**src/rtl/pixel_pack_stream.sv**
```systemverilog
// pixel_pack_stream: packs ISIZE-bit pixels LSB-first, with no gaps, into OSIZE-bit words
// for the VDMA write path.
// Ports:
//   clock, rst_n             clock and asynchronous active-low reset
//   ivalid/iready/idata      input pixel stream (valid/ready)
//   ialign                   drop any pending residue; this pixel lands at bit 0
//   ilast                    last pixel of the line; forces out a partial final word
//   ovalid/oready/odata      output word stream (valid/ready), one register stage
//   omask                    byte enables for odata, bit k covers odata[8k+7:8k]
//   olast                    word is the final word of the line
module pixel_pack_stream #(
  parameter int ISIZE = 24,
  parameter int OSIZE = 256,
  parameter int FW    = $clog2(OSIZE + 1)
) (
  input  logic               clock,
  input  logic               rst_n,
  input  logic               ivalid,
  output logic               iready,
  input  logic [ISIZE-1:0]   idata,
  input  logic               ialign,
  input  logic               ilast,
  output logic               ovalid,
  input  logic               oready,
  output logic [OSIZE-1:0]   odata,
  output logic [OSIZE/8-1:0] omask,
  output logic               olast
);

  localparam int AW = OSIZE + ISIZE;
  localparam int NW = FW + 1;  // n can reach OSIZE-1+ISIZE
  localparam int MW = OSIZE / 8;
  localparam logic [NW-1:0] ISZ = NW'(ISIZE);
  localparam logic [NW-1:0] OSZ = NW'(OSIZE);

  typedef enum logic {StRun, StFlush} state_e;

  state_e          state_q, state_d;
  logic [AW-1:0]   acc_q, acc_d;
  logic [FW-1:0]   fill_q, fill_d;
  logic            ovalid_q, olast_q;
  logic [OSIZE-1:0] odata_q;
  logic [MW-1:0]   omask_q;

  logic            ostall, accept, load, ld_last;
  logic [FW-1:0]   base;
  logic [NW-1:0]   n;
  logic [AW-1:0]   acc_ins;
  logic [OSIZE-1:0] ld_data;
  logic [MW-1:0]   ld_mask;

  // Low ceil(nbits/8) byte-enable bits set.
  function automatic logic [MW-1:0] byte_mask(input logic [NW-1:0] nbits);
    logic [NW-1:0] nbytes;
    logic [MW-1:0] m;
    nbytes = (nbits + NW'(7)) >> 3;
    m = '0;
    for (int k = 0; k < MW; k++) m[k] = (NW'(k) < nbytes);
    return m;
  endfunction

  assign ostall  = ovalid_q & ~oready;
  assign accept  = ivalid & iready;
  assign base    = ialign ? '0 : fill_q;
  assign n       = NW'(base) + ISZ;
  // Keep only the bits below base, so ialign clears everything and nothing stale sits above n.
  assign acc_ins = (acc_q & ~({AW{1'b1}} << base)) | ({{(AW - ISIZE){1'b0}}, idata} << base);

  // State register
  always_ff @(posedge clock or negedge rst_n) begin
    if (!rst_n) begin
      state_q <= StRun;
    end else begin
      state_q <= state_d;
    end
  end

  // Next-state logic
  always_comb begin
    state_d = state_q;
    case (state_q)
      StRun:   if (accept && ilast && (n > OSZ)) state_d = StFlush;
      StFlush: if (!ostall) state_d = StRun;
      default: state_d = StRun;
    endcase
  end

  // FSM outputs
  always_comb begin
    iready = (state_q == StRun) && !ostall;
  end

  // Datapath next-state and output-register load
  always_comb begin
    acc_d   = acc_q;
    fill_d  = fill_q;
    load    = 1'b0;
    ld_data = acc_ins[OSIZE-1:0];
    ld_mask = '0;
    ld_last = 1'b0;
    case (state_q)
      StRun: begin
        if (accept) begin
          if (n < OSZ) begin
            if (ilast) begin
              load    = 1'b1;
              ld_mask = byte_mask(n);
              ld_last = 1'b1;
              acc_d   = '0;
              fill_d  = '0;
            end else begin
              acc_d  = acc_ins;
              fill_d = FW'(n);
            end
          end else if (n == OSZ) begin
            load    = 1'b1;
            ld_mask = '1;
            ld_last = ilast;
            acc_d   = '0;
            fill_d  = '0;
          end else begin
            // Word boundary crossed: residue moves down, FLUSH follows if the line ends here.
            load    = 1'b1;
            ld_mask = '1;
            acc_d   = acc_ins >> OSIZE;
            fill_d  = FW'(n - OSZ);
          end
        end
      end
      StFlush: begin
        ld_data = acc_q[OSIZE-1:0];
        if (!ostall) begin
          load    = 1'b1;
          ld_mask = byte_mask(NW'(fill_q));
          ld_last = 1'b1;
          acc_d   = '0;
          fill_d  = '0;
        end
      end
      default: ;
    endcase
  end

  always_ff @(posedge clock or negedge rst_n) begin
    if (!rst_n) begin
      acc_q    <= '0;
      fill_q   <= '0;
      ovalid_q <= 1'b0;
      odata_q  <= '0;
      omask_q  <= '0;
      olast_q  <= 1'b0;
    end else begin
      acc_q  <= acc_d;
      fill_q <= fill_d;
      if (load) begin
        ovalid_q <= 1'b1;
        odata_q  <= ld_data;
        omask_q  <= ld_mask;
        olast_q  <= ld_last;
      end else if (oready) begin
        ovalid_q <= 1'b0;
      end
    end
  end

  assign ovalid = ovalid_q;
  assign odata  = odata_q;
  assign omask  = omask_q;
  assign olast  = olast_q;

endmodule

```
**config.mk**
```make
export PLATFORM = sky130hd
export DESIGN_NAME = pixel_pack_stream
export DESIGN_NICKNAME = d
export VERILOG_FILES = /design/src/rtl/pixel_pack_stream.sv
export SDC_FILE = /design/constraint.sdc
export NUM_CORES = 2
export LEC_CHECK = 0
export CORE_UTILIZATION = 25
export DETAILED_ROUTE_END_ITERATION = 12
export PLACE_DENSITY = 0.46
export SYNTH_ARGS = -nofsm -noshare
export SYNTH_HDL_FRONTEND = slang
export SYNTH_SLANG_ARGS = --single-unit
```
**constraint.sdc**
```tcl
create_clock -name clock -period 5.5 [get_ports clock]
set_clock_uncertainty 0.15 [all_clocks]
set_input_delay 1.1 -clock clock [delete_from_list [all_inputs] [get_ports clock]]
set_output_delay 1.1 -clock clock [all_outputs]
set_load 0.02 [all_outputs]
```
# --- Yosys cells after proc, flatten, opt, wreduce, memory -nomap -nowiden ---
# Cells that the tools add are included.
op_classes:
  eq_ne: 3
  n_mul: 0
  reduce_logical: 6
  magnitude_cmp: 66
  n_mux: 33
  add_sub_neg: 4
  bitwise_logic: 7
  div: 0
  n_shift: 2
op_table:
  columns: ["op", "count"]
  rows:
  - ["2-to-1 mux 280 bit", 4]
  - ["case mux 280 bit (2 select lines)", 1]
  - ["AND 280 bit", 1]
  - ["NOT 280 bit", 1]
  - ["bitwise OR 280 bit", 1]
  - ["left shift 24 x 9 -> 280 bit", 1]
  - ["left shift 280 x 9 -> 280 bit, first input constant", 1]
  - ["2-to-1 mux 256 bit", 1]
  - ["< comparator 5 x 7 -> 1 bit, first input constant", 32]
  - ["2-to-1 mux 32 bit", 4]
  - ["< comparator 4 x 7 -> 1 bit, first input constant", 16]
  - ["case mux 32 bit (2 select lines)", 1]
  - ["< comparator 3 x 7 -> 1 bit, first input constant", 8]
  - ["2-to-1 mux 9 bit", 6]
  - ["< comparator 1 x 7 -> 1 bit, first input constant", 4]
  - ["< comparator 2 x 7 -> 1 bit, first input constant", 4]
  - ["2-to-1 mux 24 bit", 1]
  - ["case mux 9 bit (2 select lines)", 1]
  - ["2-to-1 mux 1 bit", 11]
  - ["adder 10 x 3 -> 10 bit, second input constant", 1]
  - ["adder 9 x 3 -> 10 bit, second input constant", 1]
  - ["adder 9 x 5 -> 10 bit, second input constant", 1]
  - ["== test 10 x 9 -> 1 bit, second input constant", 1]
  - ["greater-than comparator 10 x 9 -> 1 bit, second input constant", 1]
  - ["10 further kinds", 17]
word_totals:
  n_memories: 0
  in_bits: 30
  output_inout_bits: 291
  ff_bits: 580
  romBits: 0
  latchBits: 0
  word_cells: 128
  ramBits: 0

# --- Longest topological paths before layout ---
depth:
  ltp_word: 9
  ltp_mapped: 16
  ltp_nobuf: 9

# --- Worst setup path after synthesis ---
# OpenSTA, ideal clock, no wires.
synth_timing:
  path_type: "input to register"
  from: "in ialign"
  to: "reg omask_q[17], in the netlist omask[17]"
  slack_ps: 854
  path_stages: 15
  arrival_time_ps: 4431
  path_buffers: 6
  path_cell_list: "and2b_1 -> clkbuf_1 -> inv_2 -> buf_1 -> clkbuf_1 -> ha_1 -> clkbuf_1 -> or4_1 -> clkbuf_1 -> a211oi_1 -> nor3b_1 -> nand2b_1 -> buf_2 -> o221ai_1 -> o22a_1"
synth_via:
  elab_chain_cells: 8
  elab_cells_between_ends: 12
synth_rtl:
  columns: ["element", "line", "text"]
  rows:
  - ["start, declared", "21", "input logic ialign,"]
  - ["2-to-1 mux 9 bit (*)", "64", "assign base = ialign ? '0 : fill_q;"]
  - ["adder 9 x 5 -> 10 bit (*)", "65", "assign n = NW'(base) + ISZ;"]
  - ["adder 10 x 3 -> 10 bit", "56", "nbytes = (nbits + NW'(7)) >> 3;"]
  - ["< comparator 5 x 7 -> 1 bit", "58", "for (int k = 0; k < MW; k++) m[k] = (NW'(k) < nbytes);"]
  - ["2-to-1 mux 32 bit", "105", "if (ilast) begin"]
  - ["2-to-1 mux 32 bit", "104", "if (n < OSZ) begin"]
  - ["2-to-1 mux 32 bit", "103", "if (accept) begin"]
  - ["case mux 32 bit (2 select lines)", "101", "case (state_q)"]
  - ["end signal, assigned", "158", "omask_q <= ld_mask;"]
  - ["end, declared", "43", "logic [MW-1:0] omask_q;"]
# Every way passes the cells marked *; elsewhere a longest branch is shown, timed or not.
# A chain may end at the register's enable or synchronous reset.

# --- Final worst setup path ---
layout_timing:
  from: "reg fill_q[2]"
  to: "reg odata_q[173], in the netlist odata[173]"
layout_via:
  elab_chain_cells: 6
  elab_cells_between_ends: 12
layout_rtl:
  columns: ["element", "line", "text"]
  rows:
  - ["start, declared", "40", "logic [FW-1:0] fill_q, fill_d;"]
  - ["start signal, assigned", "154", "fill_q <= fill_d;"]
  - ["2-to-1 mux 9 bit (*)", "64", null]
  - ["adder 9 x 5 -> 10 bit / left shift 280 x 9 -> 280 bit (equally long branches)", "65, 67", null]
  - ["< comparator 10 x 9 -> 1 bit / NOT 280 bit (equally long branches)", "104, 67", null]
  - ["2-to-1 mux 1 bit / AND 280 bit (equally long branches)", "104, 67", null]
  - ["2-to-1 mux 1 bit / bitwise OR 280 bit (equally long branches)", "103, 67", null]
  - ["case mux 1 bit (2 select lines) / 2-to-1 mux 256 bit (equally long branches)", "101", null]
  - ["end signal, assigned", "157", "odata_q <= ld_data;"]
  - ["end, declared", "42", "logic [OSIZE-1:0] odata_q;"]
# Marks and branches as above.

==> impl_metrics.json <==
{
  "status": "finished with violations",
  "violations": "max-capacitance violations, max-slew violations",
  "finish.utilization_pct": 32.3,
  "nFillCells": 13758,
  "die-area_mm2": 0.133,
  "syn_nets": 4014,
  "cp_max_fo": 30,
  "grt_use_total_pct": 34.1,
  "hold_class": "input pin to asynchronous set/reset pin",
  "r2r-start": "fill_q[2]",
  "p_leak_nw": 16.7,
  "synth_cell_type_count": 94,
  "dp_slack_ps": 423,
  "cts_resized": 0,
  "rows": 132,
  "setup_viol": 0,
  "multi_input_area_mm2": 0.0170,
  "rsz0062_at_grt": "false",
  "seq_area_mm2": 0.0145,
  "end_kind": "flop",
  "grt_pass1_wl_mm": 317,
  "globalplace.congestion": 1.08,
  "max_stage_delay_ps": 750,
  "core_area_mm2": 0.130,
  "nNetsFinal": 4324,
  "floorplan.initialDensity_pct": 25.3,
  "cp_cell_sequence": "buf_4 -> nor2b_1 -> mux4_2 -> a22o_1 -> mux2i_1 -> o22ai_1 -> a21oi_1 -> a21oi_1",
  "cp_common_cell": "a21oi_1",
  "clk_pin_slew_ps": 60,
  "tns_ps": 0,
  "overflow": 0,
  "numCtsBuffers": 73,
  "drive_above_1_share_pct": 11.4,
  "ant_nets": 0,
  "grt_max_degree": 123,
  "wirelength_mm": 233,
  "holdWs_ps": 239,
  "antenna_found_initial": 22,
  "slew_viol_final": 7,
  "synth_seq_cells": 580,
  "yosysSeqAreaShare_pct": 44.0,
  "clock.fmax_ghz": 0.213,
  "async_flop_share_pct": 100,
  "final_common_cell": "o21ai_0",
  "synthTopCellsByArea": "dfrtp_1, o21ai_0, nand2_1",
  "fin_ws_ps": 802,
  "via_per_inst": 6.26,
  "startpoint": "fill_q[2]",
  "cts_root_buf": "clkbuf_16",
  "drt_iter0_markers": 5717,
  "io_pins": 321,
  "arrival_ps": 5060,
  "crit_buf_inv": 1,
  "cts.sinks": 580,
  "die_y_um": 365,
  "synth_area_mm2": 0.0330,
  "power_density_mw_per_mm2": 316,
  "vias": 38189,
  "cp-start-kind": "flop",
  "avgSynthCellArea_um2": 8.29,
  "required_ps": 5870,
  "area_growth_pct": 27.6,
  "grt_pass1_vias": 36036,
  "ctsHoldBuffers": 0,
  "stdcell_area_mm2": 0.0421,
  "ir_drop_uv": 203,
  "dp_hpwl_mm": 164,
  "drc": 0,
  "finalCritPeriodShare_pct": 85.4,
  "regToRegSetupSlack_ps": 800,
  "crit_type": "flop to flop",
  "layout_common_cells": "o21ai_0, dfrtp_1, nand2_1, a21oi_1, clkdlybuf4s50_1",
  "slowest_stage": "nor2b_1",
  "cp_top_family": "compound AO/OA/AOI/OAI gates",
  "clk_latency_ps": 680,
  "dr.pass1.iters": 7,
  "htreeDepth": 3,
  "placedInstanceArea_mm2": 0.0394,
  "yosysWarningCount": 0,
  "synth_top_cell_by_area": "dfrtp_1",
  "min_period_ps": 4700,
  "synth-edff-count": 0,
  "slew_headroom_pct": -14.1,
  "synth_top_area_share_pct": 44.0,
  "maxCapViolations": 1,
  "cts_tree": "yes",
  "synth_ff_type": "dfrtp_1",
  "io_buffers": 320,
  "die_w_um": 365,
  "tightestPinTransition_ps": 1710,
  "cts_max_path_buffers": 3,
  "hold_viol_final": 0,
  "cts_setup_buffers": 0,
  "drt-wirelength-per-cell_um": 38.2,
  "syn_inst": 3981
}
==> final cells by class <==
type                            instances  share of cell area, %
Sequential cell                       580                   34.5
Clock inverter                         35                   1.25
Antenna cell                            6                 0.0356
Timing Repair Buffer                  599                   13.2
Tap cell                             1742                   5.17
Inverter                               51                  0.457
Clock buffer                          100                   5.06
Multi-Input combinational cell       2986                   40.3
==> cell families (layout without fill, tap and decap cells) <==
family | Yosys count | in the layout | synth area share (%)
buf+inv | 415 | 785 | 5.04
mux | 54 | 54 | 1.89
flops | 580 | 580 | 44.0
xor+xnor | 9 | 9 | 0.239
compound gates | 1782 | 1782 | 33.2
fa+ha+maj | 4 | 4 | 0.144
other cells | 0 | 6 | 0
simple gates | 1137 | 1137 | 15.5
==> per-stage QoR <==
stage | power, mW | instances
2_1_floorplan | 5.97 | 3981
3_3_place_gp | 7.78 | 5958
3_5_place_dp | 7.77 | 5958
4_1_cts | 13.2 | 6093
5_1_grt | 13.6 | 6093
6_report | 13.3 | 6099
==> power by group <==
group          switching, mW  internal, mW
clock                   2.20          3.29
combinational           2.17         0.883
sequential             0.258          4.52
==> worst register-to-register path, delay by kind of cell, from the launching register on <==
family,cells,cell delay (ps)
flops,1,680
simple gates,1,760
buf+inv,1,560
mux,2,1090
compound gates,4,1310
==> flip-flops by register name (all words and copies together) (netlist names) <==
name and count:
olast 1, acc_q 280, fill_q 9, odata 256
state_q 1, ovalid 1, omask 32
==> synthesized netlist by cell type, drive strengths merged, types with 14 or more instances <==
cell type and instances:
nor3 55, dfrtp 580, o22ai 62, a32oi 38, nor3b 17, nor2 269, nand2 502, o21a 37
or3 44, a22oi 90, a21oi 370, a31oi 61, a2bb2oi 15, a22o 19, clkbuf 300, o221ai 44
buf 64, o311ai 16, a21o 15, a211oi 16, a221oi 43, o31ai 24, or2 26, mux2i 42
inv 49, o21ai 722, a221o 14, nand2b 20, a21boi 15, nand3 96, and3 49, o211ai 79
==> per-layer routing <==
metal | vias up | wire (um) | track usage [%]
li1 | 15428 | - | -
met1 | 19232 | 93700 | 45.0
met2 | 2850 | 95300 | 48.2
met3 | 661 | 28100 | 11.2
met4 | 18 | 15900 | 19.9
met5 | - | 130 | 0
==> worst paths after layout <==
check                           cells after the start         end
worst max-delay path                                8  odata[173]
worst min-delay path                                1   acc_q[71]
worst max register to register                      8  odata[173]
worst min register to register                      2  acc_q[238]
max in group asynchronous                           2     state_q
min in group clock                                  2  acc_q[238]
No activity file was read; power rests on OpenSTA's default activity.
